==> config.mk <==
export PLATFORM = sky130hd
export DESIGN_NAME = arb3_sched
export DESIGN_NICKNAME = d
export VERILOG_FILES = /design/src/rtl/arb3_sched_pkg.sv /design/src/rtl/arb3_sched_rr_prio3.sv /design/src/rtl/arb3_sched.sv
export SDC_FILE = /design/constraint.sdc
export NUM_CORES = 1
export LEC_CHECK = 0
export BUFFER_PORTS_ARGS = -buffer_cell sky130_fd_sc_hd__buf_2
export CORE_MARGIN = 2
export CORE_UTILIZATION = 42
export DETAILED_ROUTE_END_ITERATION = 8
export MAX_ROUTING_LAYER = met4
export PLACE_DENSITY = 0.75
export SKIP_LAST_GASP = 1
export SLEW_MARGIN = 20
export SYNTH_ARGS = -nofsm -noshare
export SYNTH_HDL_FRONTEND = slang
export SYNTH_HIERARCHICAL = 1
export SYNTH_SLANG_ARGS = --single-unit
==> constraint.sdc <==
create_clock -name clk -period 2.4 [get_ports clk]
set_input_delay 0.12 -clock clk [delete_from_list [all_inputs] [get_ports clk]]
set_output_delay 0.12 -clock clk [all_outputs]
set_load 0.01 [all_outputs]
==> src/rtl/arb3_sched_pkg.sv <==
// rtl/arb3_sched_pkg.sv - shared types, select encodings and helpers for arb3_sched
// Contents:
//   state_e       : FSM state enum (IDLE, BUSY)
//   SEL_A/B/C     : datapath mux select encodings (00, 01, 10)
//   onehot_to_sel : one-hot owner -> select encoding
//   sel_next      : round-robin successor of an encoded requester (A->B->C->A)
package arb3_sched_pkg;

    typedef enum logic {
        IDLE = 1'b0,
        BUSY = 1'b1
    } state_e;

    localparam logic [1:0] SEL_A = 2'b00;
    localparam logic [1:0] SEL_B = 2'b01;
    localparam logic [1:0] SEL_C = 2'b10;

    function automatic logic [1:0] onehot_to_sel(input logic [2:0] oh);
        logic [1:0] s;
        if (oh[2])      s = SEL_C;
        else if (oh[1]) s = SEL_B;
        else            s = SEL_A;
        return s;
    endfunction

    function automatic logic [1:0] sel_next(input logic [1:0] s);
        logic [1:0] n;
        case (s)
            SEL_A:   n = SEL_B;
            SEL_B:   n = SEL_C;
            default: n = SEL_A;
        endcase
        return n;
    endfunction

endpackage

==> src/rtl/arb3_sched_rr_prio3.sv <==
// rtl/arb3_sched_rr_prio3.sv - combinational 3-way round-robin pick
// Ports:
//   req    [2:0] : request vector, bit0=A, bit1=B, bit2=C
//   ptr    [1:0] : highest-priority requester, same encoding as select
//   winner [2:0] : one-hot winner, 000 when no request
module rr_prio3
    import arb3_sched_pkg::*;
(
    input  logic [2:0] req,
    input  logic [1:0] ptr,
    output logic [2:0] winner
);

    // Priority order is ptr, ptr+1, ptr+2 (mod 3); ptr=11 is unreachable and
    // falls back to the A-first order.
    always_comb begin
        winner = 3'b000;
        case (ptr)
            SEL_B: begin
                if (req[1])      winner = 3'b010;
                else if (req[2]) winner = 3'b100;
                else if (req[0]) winner = 3'b001;
            end
            SEL_C: begin
                if (req[2])      winner = 3'b100;
                else if (req[0]) winner = 3'b001;
                else if (req[1]) winner = 3'b010;
            end
            default: begin
                if (req[0])      winner = 3'b001;
                else if (req[1]) winner = 3'b010;
                else if (req[2]) winner = 3'b100;
            end
        endcase
    end

endmodule

==> src/rtl/arb3_sched.sv <==
// rtl/arb3_sched.sv - three-requester round-robin burst scheduler for a shared resource
// Ports:
//   clk, arst_n            : clock, asynchronous active-low reset
//   req [2:0]              : level requests, bit0=A, bit1=B, bit2=C
//   len_a/len_b/len_c      : burst length minus one, sampled only when a winner is chosen
//   mem_ready              : shared resource accepts the current beat
//   grant [2:0]            : registered one-hot owner
//   select [1:0]           : encoded owner for the datapath mux, held through IDLE
//   mem_valid              : beat presented (BUSY)
//   busy                   : burst in progress
module arb3_sched
    import arb3_sched_pkg::*;
#(
    parameter int LEN_W = 4
) (
    input  logic             clk,
    input  logic             arst_n,
    input  logic [2:0]       req,
    input  logic [LEN_W-1:0] len_a,
    input  logic [LEN_W-1:0] len_b,
    input  logic [LEN_W-1:0] len_c,
    input  logic             mem_ready,
    output logic [2:0]       grant,
    output logic [1:0]       select,
    output logic             mem_valid,
    output logic             busy
);

    state_e           state_q;
    logic [2:0]       grant_q;
    logic [1:0]       sel_q;
    logic [1:0]       ptr_q;
    logic [LEN_W-1:0] cnt_q;
    logic             mem_valid_q;
    logic             busy_q;

    logic [2:0]       winner;
    logic [LEN_W-1:0] len_win;

    rr_prio3 u_rr_prio3 (
        .req    (req),
        .ptr    (ptr_q),
        .winner (winner)
    );

    always_comb begin
        len_win = len_a;
        case (winner)
            3'b010:  len_win = len_b;
            3'b100:  len_win = len_c;
            default: len_win = len_a;
        endcase
    end

    // The counter holds the remaining beats minus one, so the beat accepted
    // with cnt_q==0 is the last one and the counter never goes below zero.
    always_ff @(posedge clk or negedge arst_n) begin
        if (!arst_n) begin
            state_q     <= IDLE;
            grant_q     <= 3'b000;
            sel_q       <= SEL_A;
            ptr_q       <= SEL_A;
            cnt_q       <= '0;
            mem_valid_q <= 1'b0;
            busy_q      <= 1'b0;
        end else begin
            case (state_q)
                IDLE: begin
                    if (req != 3'b000) begin
                        state_q     <= BUSY;
                        grant_q     <= winner;
                        sel_q       <= onehot_to_sel(winner);
                        cnt_q       <= len_win;
                        mem_valid_q <= 1'b1;
                        busy_q      <= 1'b1;
                    end
                end
                BUSY: begin
                    if (mem_ready) begin
                        if (cnt_q == '0) begin
                            // Always drop to IDLE: this enforces the idle gap
                            // between bursts. select keeps the last owner.
                            state_q     <= IDLE;
                            grant_q     <= 3'b000;
                            mem_valid_q <= 1'b0;
                            busy_q      <= 1'b0;
                            ptr_q       <= sel_next(sel_q);
                        end else begin
                            cnt_q <= cnt_q - 1'b1;
                        end
                    end
                end
                default: state_q <= IDLE;
            endcase
        end
    end

    assign grant     = grant_q;
    assign select    = sel_q;
    assign mem_valid = mem_valid_q;
    assign busy      = busy_q;

endmodule

### Yosys cells after proc, flatten, opt, wreduce, memory -nomap -nowiden

Index checks and enable logic that the tools add are counted.

| cells by class | value |
|---|---|
| add/sub/neg operators | 1 |
| muxes and demuxes | 30 |
| reduce and logical (&&, ||, !) cells | 7 |
| equal/unequal tests | 9 |
| bitwise operators | 1 |

Operators by type and width:

| operator | number |
|---|---|
| 2-to-1 mux 3 bit | 10 |
| case mux 4 bit (2 select lines) | 2 |
| 2-to-1 mux 4 bit | 3 |
| case mux 3 bit (2 select lines) | 2 |
| AND reduction 3 bit | 3 |
| 2-to-1 mux 1 bit | 8 |
| inequality test 2 bit (second input constant) | 3 |
| equality test 2 x 1 -> 1 bit (second input constant) | 2 |
| zero test 4 bit | 1 |
| 2-to-1 mux 2 bit | 2 |
| case mux 1 bit (2 select lines) | 2 |
| case mux 2 bit (2 select lines) | 1 |
| subtractor 4 x 1 -> 4 bit (second input constant) | 1 |
| equality test 3 x 2 -> 1 bit (second input constant) | 1 |
| equality test 3 bit (second input constant) | 1 |
| nonzero test 3 bit | 1 |
| equality test 2 bit (second input constant) | 1 |
| zero test 2 bit | 1 |
| inequality test 2 x 1 -> 1 bit (second input constant) | 1 |
| AND reduction 2 bit | 1 |
| inverter 1 bit | 1 |

| storage, ports and cells | value |
|---|---|
| output and inout bits | 7 |
| register bits | 13 |
| bits of input ports | 18 |
| word-level logic and storage cells | 54 |

### Depth between registers and ports, before layout

Gate-level depths: netlist of the first run.

| depth | value |
|---|---|
| depth after elaboration | 8 |
| mapped depth | 10 |
| depth with buffers taken out | 9 |

### By module

The synthesis of the first run kept the hierarchy.

By module, submodules not included:

| module | instances | cells an instance | area each (um^2) | sequential area each (um^2) |
|---|---|---|---|---|
| arb3_sched | 1 | 83 | 790.8 | 325.3 |
| rr_prio3 | 1 | 17 | 120.1 | 0.0 |

### Worst setup path after synthesis of the first run

No wires, ideal clock.

| timing path | value |
|---|---|
| path type | flip-flop to flip-flop |
| start | reg ptr_q[0] |
| end | reg cnt_q[3] |
| library setup time | 0.141 ns |
| period minus slack after synthesis | 2.282 ns |
| cell stages (with the launch flop) | 10 |
| slack | 0.118 ns |
| arrival time | 2.141 ns |
| buffers on the path | 1 |
| path through | dfrtp_1 -> inv_1 -> ha_1 -> mux2i_1 -> o32ai_1 -> buf_4 -> nor3b_2 -> a21oi_1 -> o221ai_1 -> o221ai_1 |

| on the way | value |
|---|---|
| cells in the longest elaborated chain, start to end | 6 |
| elaborated cells on any way between the ends | 8 |

RTL lines:

| item | line | text |
|---|---|---|
| start, declared | arb3_sched.sv:32 | `logic [1:0] ptr_q;` |
| start signal, assigned | arb3_sched.sv:87 | `ptr_q <= sel_next(sel_q);` |
| equality test 2 bit / equality test 2 x 1 -> 1 bit (equally long branches) | arb3_sched_rr_prio3.sv:18 | `case (ptr)` |
| case mux 3 bit (2 select lines) * | arb3_sched_rr_prio3.sv:18 |  |
| via winner[2] | arb3_sched.sv:37 | `logic [2:0] winner;` |
| equality test 3 bit / equality test 3 x 2 -> 1 bit (equally long branches) | arb3_sched.sv:48 | `case (winner)` |
| case mux 4 bit (2 select lines) * | arb3_sched.sv:48 |  |
| 2-to-1 mux 4 bit * | arb3_sched.sv:69 | `if (req != 3'b000) begin` |
| case mux 4 bit (2 select lines) * | arb3_sched.sv:67 | `case (state_q)` |
| end signal, assigned | arb3_sched.sv:73 | `cnt_q <= len_win;` |
| end signal, assigned | arb3_sched.sv:89 | `cnt_q <= cnt_q - 1'b1;` |
| end, declared | arb3_sched.sv:33 | `logic [LEN_W-1:0] cnt_q;` |

Mark *: on every way through the listed nets, which the timed path passes. The rest lies on a longest branch. The select of a mux whose other input is x is not followed.
A chain may end at the register's enable or synchronous reset.

### Final worst setup path of the first run

| timing path | value |
|---|---|
| start | reg ptr_q[0] |
| end | reg cnt_q[0] |

Same word-level chain as after synthesis.

==> metrics.md, run 1 <==
| Metric | Value |
|---|---|
| Outcome | finished, final reports clean |
| Worst reg2reg endpoint | cnt_q[0]$_DFFE_PN0P_ |
| Crit-path cells | inv_1 -> ha_1 -> mux2i_1 -> o32ai_1 -> buf_4 -> nand2b_1 -> o221a_2 -> o221ai_1 -> a31oi_1 |
| Hold depth | 3 |
| CP Max Fanout | 14 |
| Worst-Margin Slew | 0.425 ns |
| Slew headroom | 71.7% |
| Deepest clock path buffer count | 2 |
| Tcrit/Tclk final | 92.9% |
| CTS root buf | clkbuf_4 |
| Top FF cell, synth | dfrtp_1 |
| Unique cell type count in the Yosys netlist | 36 |
| Post-synth EDFFs | 0 |
| Slew Viols, Final | 0 |
| Setup TNS | 0 ns |
| Num CTS Buffers | 3 |
| WP buf/inv | 2 |
| Clk Latency, worst-skew pair | 0.28 ns |
| Pwr Density | 657 nW/µm² |
| Required @ worst endpoint | 2.53 ns |
| Initial drt markers | 25 |
| Initial Util | 45.5% |
| Max Freq | 448 MHz |
| Most frequent cells in the layout | buf_2, dfrtp_1, inv_1 |
| DP HPWL | 1540 µm |
| Layout cells sized above 1 | 31.8% |
| Vias | 850 |
| Grt total ovfl | 0 |
| DRC violations left | 0 |
| Max-cap violation count | 0 |
| Leakage | 0.000536 µW |
| FF-to-FF Start | ptr_q[0]$_DFFE_PN0P_ |
| Initial antenna violation count | 0 |
| Clock skew | 0.00982 ns |
| Hold Path Class | primary input to flip-flop |
| Gp weighted congestion | 0.816 |
| # port buffers | 24 |
| Synth Cell Area | 911 µm² |
| Unrepaired setup endpoints after global routing | no |
| Ys async rst share | 100% |
| Slack of the worst reg-to-reg path | 0.17 ns |
| Final Core Density | 55.4% |
| Nets@finish | 154 |
| Setup CP Type | flip-flop to flip-flop |
| Total power | 728 µW |
| Syn Nets | 124 |
| Total wire length | 2020 µm |
| Crit path DAT | 2.36 ns |
| CTS tree | yes |
| H-tree lvl count | 1 |
| Die Footprint | 2560 µm² |
| Post-route setup slack | 0.170 ns |
| Family of cells with the greatest summed delay on the critical path | compound AO/OA/AOI/OAI gates |
| Min-delay src | len_a[3] |
| #FFs+latches synth | 13 |
| Slowest cell on the critical path | dfrtp_1 |
| Area growth syn-to-layout | 21.7% |
| First-pass GRT wire length | 3480 µm |
| Worst Hold Endpoint | cnt_q[3]$_DFFE_PN0P_ |
| # diodes | 0 |
| Core area | 2000 µm² |
| Antenna-violating nets left | 0 |
| Mean Syn Cell Area | 9.11 µm² |
| Final Hold Violating Endpoints | 0 |
| Largest net degree at the start of global routing | 17 |
| DIE WIDTH | 50.6 µm |
| Crit path largest cell delay | 0.41 ns |
| Clk slew on worst S/H paths | 0.09 ns |
| Place WS | 0.193 ns |
| CP startpoint kind | flip-flop |
| Vias in the first global route | 813 |
| Post-layout min period | 2.23 ns |
| Height of the die | 50.6 µm |
| Gr usage total | 18.0% |
| Vias per cell | 5.45 |
| Wire per inst | 13.0 µm |
| # rows | 16 |
| Worst setup EP type | flip-flop |
| Final setup viols | 0 |
| Sequential area share after synthesis | 35.7% |
| R2R cell count | 9 |
| Syn. warnings | 6 |
| Peak VDD IR | 0.633 mV |
| Drt pass-1 iters | 4 |
| Sink Count | 13 |
| Syn Inst Count | 100 |
| Commonest non-fill, non-tap cell in the layout | buf_2 |
| IO Pins | 25 |
## timing repair
item / in CTS / in global routing
buffers inserted: 0 / 2
setup endpoints to repair: 0 / 2
gates resized for setup: 0 / 1
hold endpoints to repair: 13 / 0
hold buffers: 1 / 0
## flip-flops by register name, indices dropped and copies added (netlist names)
register / count
busy: 1
cnt_q: 4
grant: 3
ptr_q: 2
select: 2
state_q: 1
## layer usage
| layer | global-route usage, % | vias to the layer above | part of all wire, % |
|---|---|---|---|
| met4 | 4.05 | 0 | 0 |
| met5 | - | - | 0 |
| met2 | 30.9 | 23 | 49 |
| met3 | 2.38 | 0 | 5.0 |
| li1 | - | 425 | - |
| met1 | 22.6 | 402 | 46 |
## Yosys cell counts, types with 3 or more instances
master	instances	area (µm²)
nor2_1	4	15.0
inv_1	12	45.0
a21oi_1	3	15.0
o221ai_1	4	35.0
ha_1	6	75.1
nor2b_1	3	18.8
nor3_1	4	20.0
o22ai_1	3	18.8
dfrtp_1	13	325
buf_4	3	22.5
nand2_1	6	22.5
a31oi_1	4	25.0
a22o_1	3	26.3
nand2b_1	4	25.0
## how the worst max path moves through the flow
| stage | startpoint | end | slack (ns) | cells after the start |
|---|---|---|---|---|
| 2_1_floorplan | ptr_q[0]$_DFFE_PN0P_ | cnt_q[3]$_DFFE_PN0P_ | 0.12 | 9 |
| 3_3_place_gp | ptr_q[0]$_DFFE_PN0P_ | cnt_q[0]$_DFFE_PN0P_ | 0.28 | 9 |
| 3_5_place_dp | ptr_q[0]$_DFFE_PN0P_ | cnt_q[0]$_DFFE_PN0P_ | 0.19 | 9 |
| 4_1_cts | ptr_q[0]$_DFFE_PN0P_ | cnt_q[0]$_DFFE_PN0P_ | 0.16 | 9 |
| 5_1_grt | ptr_q[0]$_DFFE_PN0P_ | cnt_q[1]$_DFFE_PN0P_ | 0.01 | 9 |
| 6_report | ptr_q[0]$_DFFE_PN0P_ | cnt_q[0]$_DFFE_PN0P_ | 0.17 | 9 |
## cell type report
type	count	area (µm²)
clock buffer	3	22.5
tap	27	33.8
inverter	13	48.8
clock inverter	1	5.00
multi-input combinational	70	513
timing repair buffer	29	160
fill	198	893
sequential	13	325
## cells by family (layout without fill, tap and decap cells)
| kind of cell | after synthesis | in the layout | synth area share (%) |
|---|---|---|---|
| AO/OA/AOI/OAI | 31 | 31 | 25.3 |
| AND/OR/NAND/NOR | 30 | 30 | 19.1 |
| buffers and inverters | 17 | 46 | 8.38 |
| flip-flops | 13 | 13 | 35.7 |
| adder cells (fa/ha/maj) | 6 | 6 | 8.24 |
| multiplexers | 2 | 2 | 2.34 |
| XOR/XNOR | 1 | 1 | 0.962 |
## worst register-to-register path, delay by kind of cell, from the launching register on
kind / cells / cell delay (ns)
mux: 1 / 0.14
fa+ha+maj: 1 / 0.33
simple gates: 1 / 0.12
compound gates: 4 / 0.77
buf+inv: 2 / 0.31
flops: 1 / 0.41
## power breakdown
part | leakage [µW] | internal [µW] | switching [µW]
Clock | 0.0000177 | 61.7 | 77.1
Sequential | 0.000155 | 266 | 41.8
Combinational | 0.000363 | 136 | 146
## stage by stage
stage          hold WS, ns  cell area, µm²  std cells
2_1_floorplan       -0.176             911        100
3_3_place_gp        0.0220            1050        149
3_5_place_dp        0.0292            1050        149
4_1_cts              0.165            1090        154
5_1_grt              0.176            1110        156
6_report             0.168            1110        156
(Power assumes the default switching activity.)
==> run 2, diff against run 1 <==
PLACE_DENSITY = 0.69   (was 0.75)
==> run 2 against run 1 <==
  * Fmax increased by 3.1%
  * Critical path depth stayed put
  * Count of clock-buffer cells in the layout is 1 higher
  * Sequential cell count did not move
  * Hold slack improved by 0.010 ns
  * Highest routed layer is now met4
  * Clock power is essentially flat
  * Power is 1.8% lower
  * Utilization down 0.81 points
==> metrics.md, run 2 (synthesis gave the netlist of run 1 again) <==
| Metric | Value |
|---|---|
| Crit path largest cell delay | 0.39 ns |
| DP HPWL | 1490 µm |
| Tcrit/Tclk final | 90.1% |
| Drt pass-1 iters | 4 |
| Gp weighted congestion | 0.826 |
| Cell-internal power | 461 µW |
| Sequential share of power | 43.0% |
| Worst setup EP type | flip-flop |
| Layout cells sized above 1 | 29.9% |
| Final setup viols | 0 |
| Final std cells w/o fill | 154 |
| Setup TNS | 0 ns |
| Grt total ovfl | 0 |
| # port buffers | 24 |
| CP Max Fanout | 16 |
| Net Sw Frac | 35.6% |
| Gr usage total | 17.7% |
| Num CTS Buffers | 3 |
| Outcome | finished, final reports clean |
| Clk Latency, worst-skew pair | 0.27 ns |
| IO Pins | 25 |
| Biggest register | cnt_q |
| H-tree lvl count | 1 |
| Sw power | 254 µW |
| Initial Util | 45.5% |
| Total wire length | 1920 µm |
| Die Footprint | 2560 µm² |
| Largest net degree at the start of global routing | 17 |
| Height of the die | 50.6 µm |
| Post CTS Setup Buffer Count | 0 |
| Vias in the first global route | 799 |
| Required @ worst endpoint | 2.54 ns |
| Max reg flops | 4 |
| Area growth syn-to-layout | 19.9% |
| Sink Count | 13 |
| Setup CP Type | flip-flop to flip-flop |
| CTS root buf | clkbuf_4 |
| Placed cell count | 149 |
| CTS tree | yes |
| # rows | 16 |
| Vias | 822 |
| Crit path DAT | 2.30 ns |
| Hold Path Class | primary input to flip-flop |
| Clk slew on worst S/H paths | 0.08 ns |
| DIE WIDTH | 50.6 µm |
| Vias per cell | 5.34 |
| Commonest non-fill, non-tap cell in the layout | buf_2 |
| Worst-Margin Slew | 0.437 ns |
| Initial antenna violation count | 0 |
| Clock power frac | 19.0% |
| CP startpoint kind | flip-flop |
| Deepest clock path buffer count | 2 |
| Most frequent cells in the layout | buf_2, dfrtp_1, inv_1 |
| Slew Viols, Final | 0 |
| Family of cells with the greatest summed delay on the critical path | compound AO/OA/AOI/OAI gates |
| DRC violations left | 0 |
| Pwr Density | 655 nW/µm² |
| Final Hold Violating Endpoints | 0 |
| Peak VDD IR | 0.405 mV |
| Slowest cell on the critical path | dfrtp_1 |
| Max-cap violation count | 0 |
| Post-layout min period | 2.16 ns |
| Wire per inst | 12.5 µm |
| # diodes | 0 |
| Crit-path cells | inv_1 -> ha_1 -> mux2i_1 -> o32ai_1 -> buf_4 -> nand2b_1 -> o221a_2 -> o221ai_1 -> a31oi_1 |
| First-pass GRT wire length | 3440 µm |
| Nets@finish | 152 |
| WHS | 0.178 ns |
| Core area | 2000 µm² |
| Max Freq | 462 MHz |
| Combinational Power Share | 38.0% |
| Slew headroom | 70.8% |
| Unrepaired setup endpoints after global routing | no |
| Clock skew | 0.00427 ns |
| Leakage | 0.000523 µW |
| Initial drt markers | 22 |
| WP buf/inv | 2 |
| Antenna-violating nets left | 0 |
run 2: cell count changes in the layout (fill, tap and decap cells not counted), sizes merged:
cell / delta
buf: -2
clkinv: -1
clkbuf: +1
run 2: tightest hold or removal path: cells and delay by family:
family | cells | cell delay (ns)
AOI/OAI and AO/OA | 2 | 0.21
buffers and inverters | 1 | 0.08
run 2: area by class of cell:
type,count,area [µm²]
Clock buffer,4,26.3
Fill cell,200,910
Inverter,13,48.8
Multi-Input combinational cell,70,513
Sequential cell,13,325
Tap cell,27,33.8
Timing Repair Buffer,27,145
run 2: power groups by stage:
stage               combinational [µW]  clock [µW]  sequential [µW]
global placement                   268           0              309
global route                       312         149              316
CTS                                272         140              308
floorplan                          192           0              313
detailed placement                 269           0              312
finish                             272         136              307
run 2: per-stage QoR:
stage | instance area, µm² | utilization, % | power [µW] | setup WS, ns
6_report | 1090 | 54.6 | 715 | 0.237
5_1_grt | 1090 | 54.6 | 778 | 0.0161
4_1_cts | 1090 | 54.4 | 720 | 0.179
3_5_place_dp | 1050 | 52.6 | 581 | 0.206
3_3_place_gp | 1050 | 52.6 | 577 | 0.263
2_1_floorplan | 911 | - | 504 | 0.118
run 2: final timing paths:
path / to / slack (ns) / depth (start not counted) / from
min: cnt_q[3]$_DFFE_PN0P_ / 0.18 / 3 / len_a[3]
max in group asynchronous: select[1]$_DFFE_PN0P_ / 1.91 / 2 / arst_n
min in group asynchronous: cnt_q[0]$_DFFE_PN0P_ / 0.26 / 2 / arst_n
max: cnt_q[0]$_DFFE_PN0P_ / 0.24 / 9 / ptr_q[0]$_DFFE_PN0P_
max reg2reg: cnt_q[0]$_DFFE_PN0P_ / 0.24 / 9 / ptr_q[0]$_DFFE_PN0P_
min reg2reg: ptr_q[0]$_DFFE_PN0P_ / 0.50 / 1 / select[0]$_DFFE_PN0P_
run 2: metal layers:
layer  wire length, µm  GRT usage (%)
met5                 0              -
met4                12           5.41
met3                59           1.79
met2               883           27.2
met1               964           24.7
run 2: timing repair:
item	in CTS	in global routing
hold buffers	1	0
resized for setup	0	1
endpoints found under the setup margin	0	2
hold endpoints to repair	13	0
==> run 3, diff against run 2 <==
CELL_PAD_IN_SITES_DETAIL_PLACEMENT = 0   (was unset)
CELL_PAD_IN_SITES_GLOBAL_PLACEMENT = 2   (was unset)
CORE_UTILIZATION = 27   (was 42)
PLACE_DENSITY = unset   (was 0.69)
PLACE_DENSITY_LB_ADDON = 0.1   (was unset)
==> run 3 against run 2 <==
  * Global-route usage decreased by 4.1 points
  * Sequential share of layout area shrank 1.7 points
  * Die area rose by 51%
  * Largest cell class unchanged
  * Worst setup slack worse by 0.019 ns
  * Sequential power barely moved
==> metrics.md, run 3 (synthesis gave the netlist of run 1 again) <==
| Metric | Value |
|---|---|
| Slowest cell on the critical path | dfrtp_1 |
| Area growth syn-to-layout | 27.2% |
| Num CTS Buffers | 3 |
| Crit path largest cell delay | 0.42 ns |
| Post-route setup slack | 0.218 ns |
| Antenna-violating nets left | 0 |
| CTS tree | yes |
| Vias per cell | 4.78 |
| WP buf/inv | 2 |
| Min-delay src | len_a[3] |
| Initial Util | 27.7% |
| Post-layout min period | 2.18 ns |
| Hold depth | 3 |
| Layout cells sized above 1 | 32.8% |
| Final setup viols | 0 |
| Total wire length | 2260 µm |
| FF-to-FF Start | ptr_q[0]$_DFFE_PN0P_ |
| Final Hold Violating Endpoints | 0 |
| IO Pins | 25 |
| Peak VDD IR | 0.298 mV |
| CTS root buf | clkbuf_4 |
| # port buffers | 24 |
| # diodes | 0 |
| CP startpoint kind | flip-flop |
| H-tree lvl count | 1 |
| Deepest clock path buffer count | 2 |
| First-pass GRT wire length | 3730 µm |
| Worst setup EP type | flip-flop |
| Worst reg2reg endpoint | cnt_q[0]$_DFFE_PN0P_ |
| Commonest non-fill, non-tap cell in the layout | buf_2 |
| Nets@finish | 153 |
| Gp weighted congestion | 0.682 |
| Drt pass-1 iters | 4 |
| Required @ worst endpoint | 2.60 ns |
| Worst Hold Endpoint | cnt_q[3]$_DFFE_PN0P_ |
| Slack of the worst reg-to-reg path | 0.22 ns |
| Most frequent CP cell | nor3_1 |
| Initial drt markers | 26 |
| Tcrit/Tclk final | 90.9% |
| Clk Latency, worst-skew pair | 0.28 ns |
| Slew headroom | 70.0% |
| Setup TNS | 0 ns |
| Max reg flops | 4 |
| Gr usage total | 13.6% |
| Grt total ovfl | 0 |
| Crit-path cells | inv_1 -> ha_2 -> mux2i_4 -> o32ai_4 -> buf_6 -> nor3_1 -> nor3_1 -> o221ai_1 -> a31oi_1 |
| Unrepaired setup endpoints after global routing | no |
| Max Freq | 458 MHz |
| DIE WIDTH | 62.1 µm |
| Die Footprint | 3850 µm² |
| DRC violations left | 0 |
| Post CTS Setup Buffer Count | 0 |
| Slew Viols, Final | 0 |
| Max-cap violation count | 0 |
| DP HPWL | 1810 µm |
| Initial antenna violation count | 0 |
| Critical path startpoint | ptr_q[0]$_DFFE_PN0P_ |
| Worst-Margin Slew | 0.451 ns |
| Place WS | 0.0229 ns |
| Height of the die | 62.1 µm |
| Vias | 832 |
| CP Max Fanout | 13 |
| Sink Count | 13 |
| Setup CP Type | flip-flop to flip-flop |
| R2R cell count | 9 |
| Wire per inst | 13.0 µm |
| Vias in the first global route | 761 |
| Leakage | 0.000529 µW |
| Clk slew on worst S/H paths | 0.09 ns |
| Biggest register | cnt_q |
| # rows | 21 |
| Family of cells with the greatest summed delay on the critical path | compound AO/OA/AOI/OAI gates |
| Largest net degree at the start of global routing | 14 |
| Final Core Density | 35.3% |
| Crit path DAT | 2.38 ns |
| Core area | 3280 µm² |
| Most frequent cells in the layout | buf_2, dfrtp_1, inv_1 |
| Pwr Density | 652 nW/µm² |
| Hold Path Class | primary input to flip-flop |
| Outcome | finished, final reports clean |
| Clock skew | 0.0122 ns |
[run 3: changes by cell type in the layout (fill, tap and decap cells not counted), sizes merged]
cell / change
buf: +1
clkbuf: -1
clkinv: +1
[run 3: how the worst max path moves through the flow]
| stage | to | slack (ns) | cells after the start |
|---|---|---|---|
| 6_report | cnt_q[0]$_DFFE_PN0P_ | 0.22 | 9 |
| 5_1_grt | cnt_q[3]$_DFFE_PN0P_ | 0.02 | 9 |
| 4_1_cts | cnt_q[0]$_DFFE_PN0P_ | 0.13 | 9 |
| 2_1_floorplan | cnt_q[3]$_DFFE_PN0P_ | 0.12 | 9 |
| 3_3_place_gp | cnt_q[3]$_DFFE_PN0P_ | 0.15 | 9 |
| 3_5_place_dp | cnt_q[0]$_DFFE_PN0P_ | 0.02 | 9 |
[run 3: where the power goes]
part	switching, µW	internal [µW]	total (µW)
clock	77.5	61.8	139
combinational	156	151	308
sequential	42.4	266	308
[run 3: area by class of cell]
| type | count | area (µm²) |
|---|---|---|
| repair buffers | 28 | 156 |
| clock buffers | 3 | 22.5 |
| flip-flops and latches | 13 | 325 |
| fillers | 361 | 2130 |
| clock inverters | 1 | 5.00 |
| multi-input cells | 70 | 543 |
| well taps | 46 | 57.6 |
| inverters | 13 | 48.8 |
[run 3: metal layers]
| layer | GRT usage [%] | part of all wire (%) | up-vias |
|---|---|---|---|
| met4 | 3.65 | 0.44 | 0 |
| met1 | 20.1 | 53 | 386 |
| li1 | - | - | 421 |
| met5 | - | 0 | - |
| met3 | 3.31 | 5.7 | 2 |
| met2 | 18.3 | 41 | 23 |
[run 3: what timing repair did]
action | in CTS | in global routing
hold buffers | 1 | 0
gates resized for setup | 1 | 6
endpoints found under the setup margin | 2 | 3
hold endpoints to repair | 13 | 0
[run 3: tightest hold or removal path: stages]
cell	delay [ns]
buf_2	0.08
o221ai_1	0.11
o221ai_1	0.09
[run 3: through the flow]
step,cells,cell area (µm²),total power [µW],hold WS [ns]
6_report,174,1160,755,0.160
5_1_grt,174,1160,818,0.184
4_1_cts,174,1130,738,0.163
3_5_place_dp,169,1080,590,0.0278
3_3_place_gp,169,1080,593,0.0299
2_1_floorplan,100,911,504,-0.176
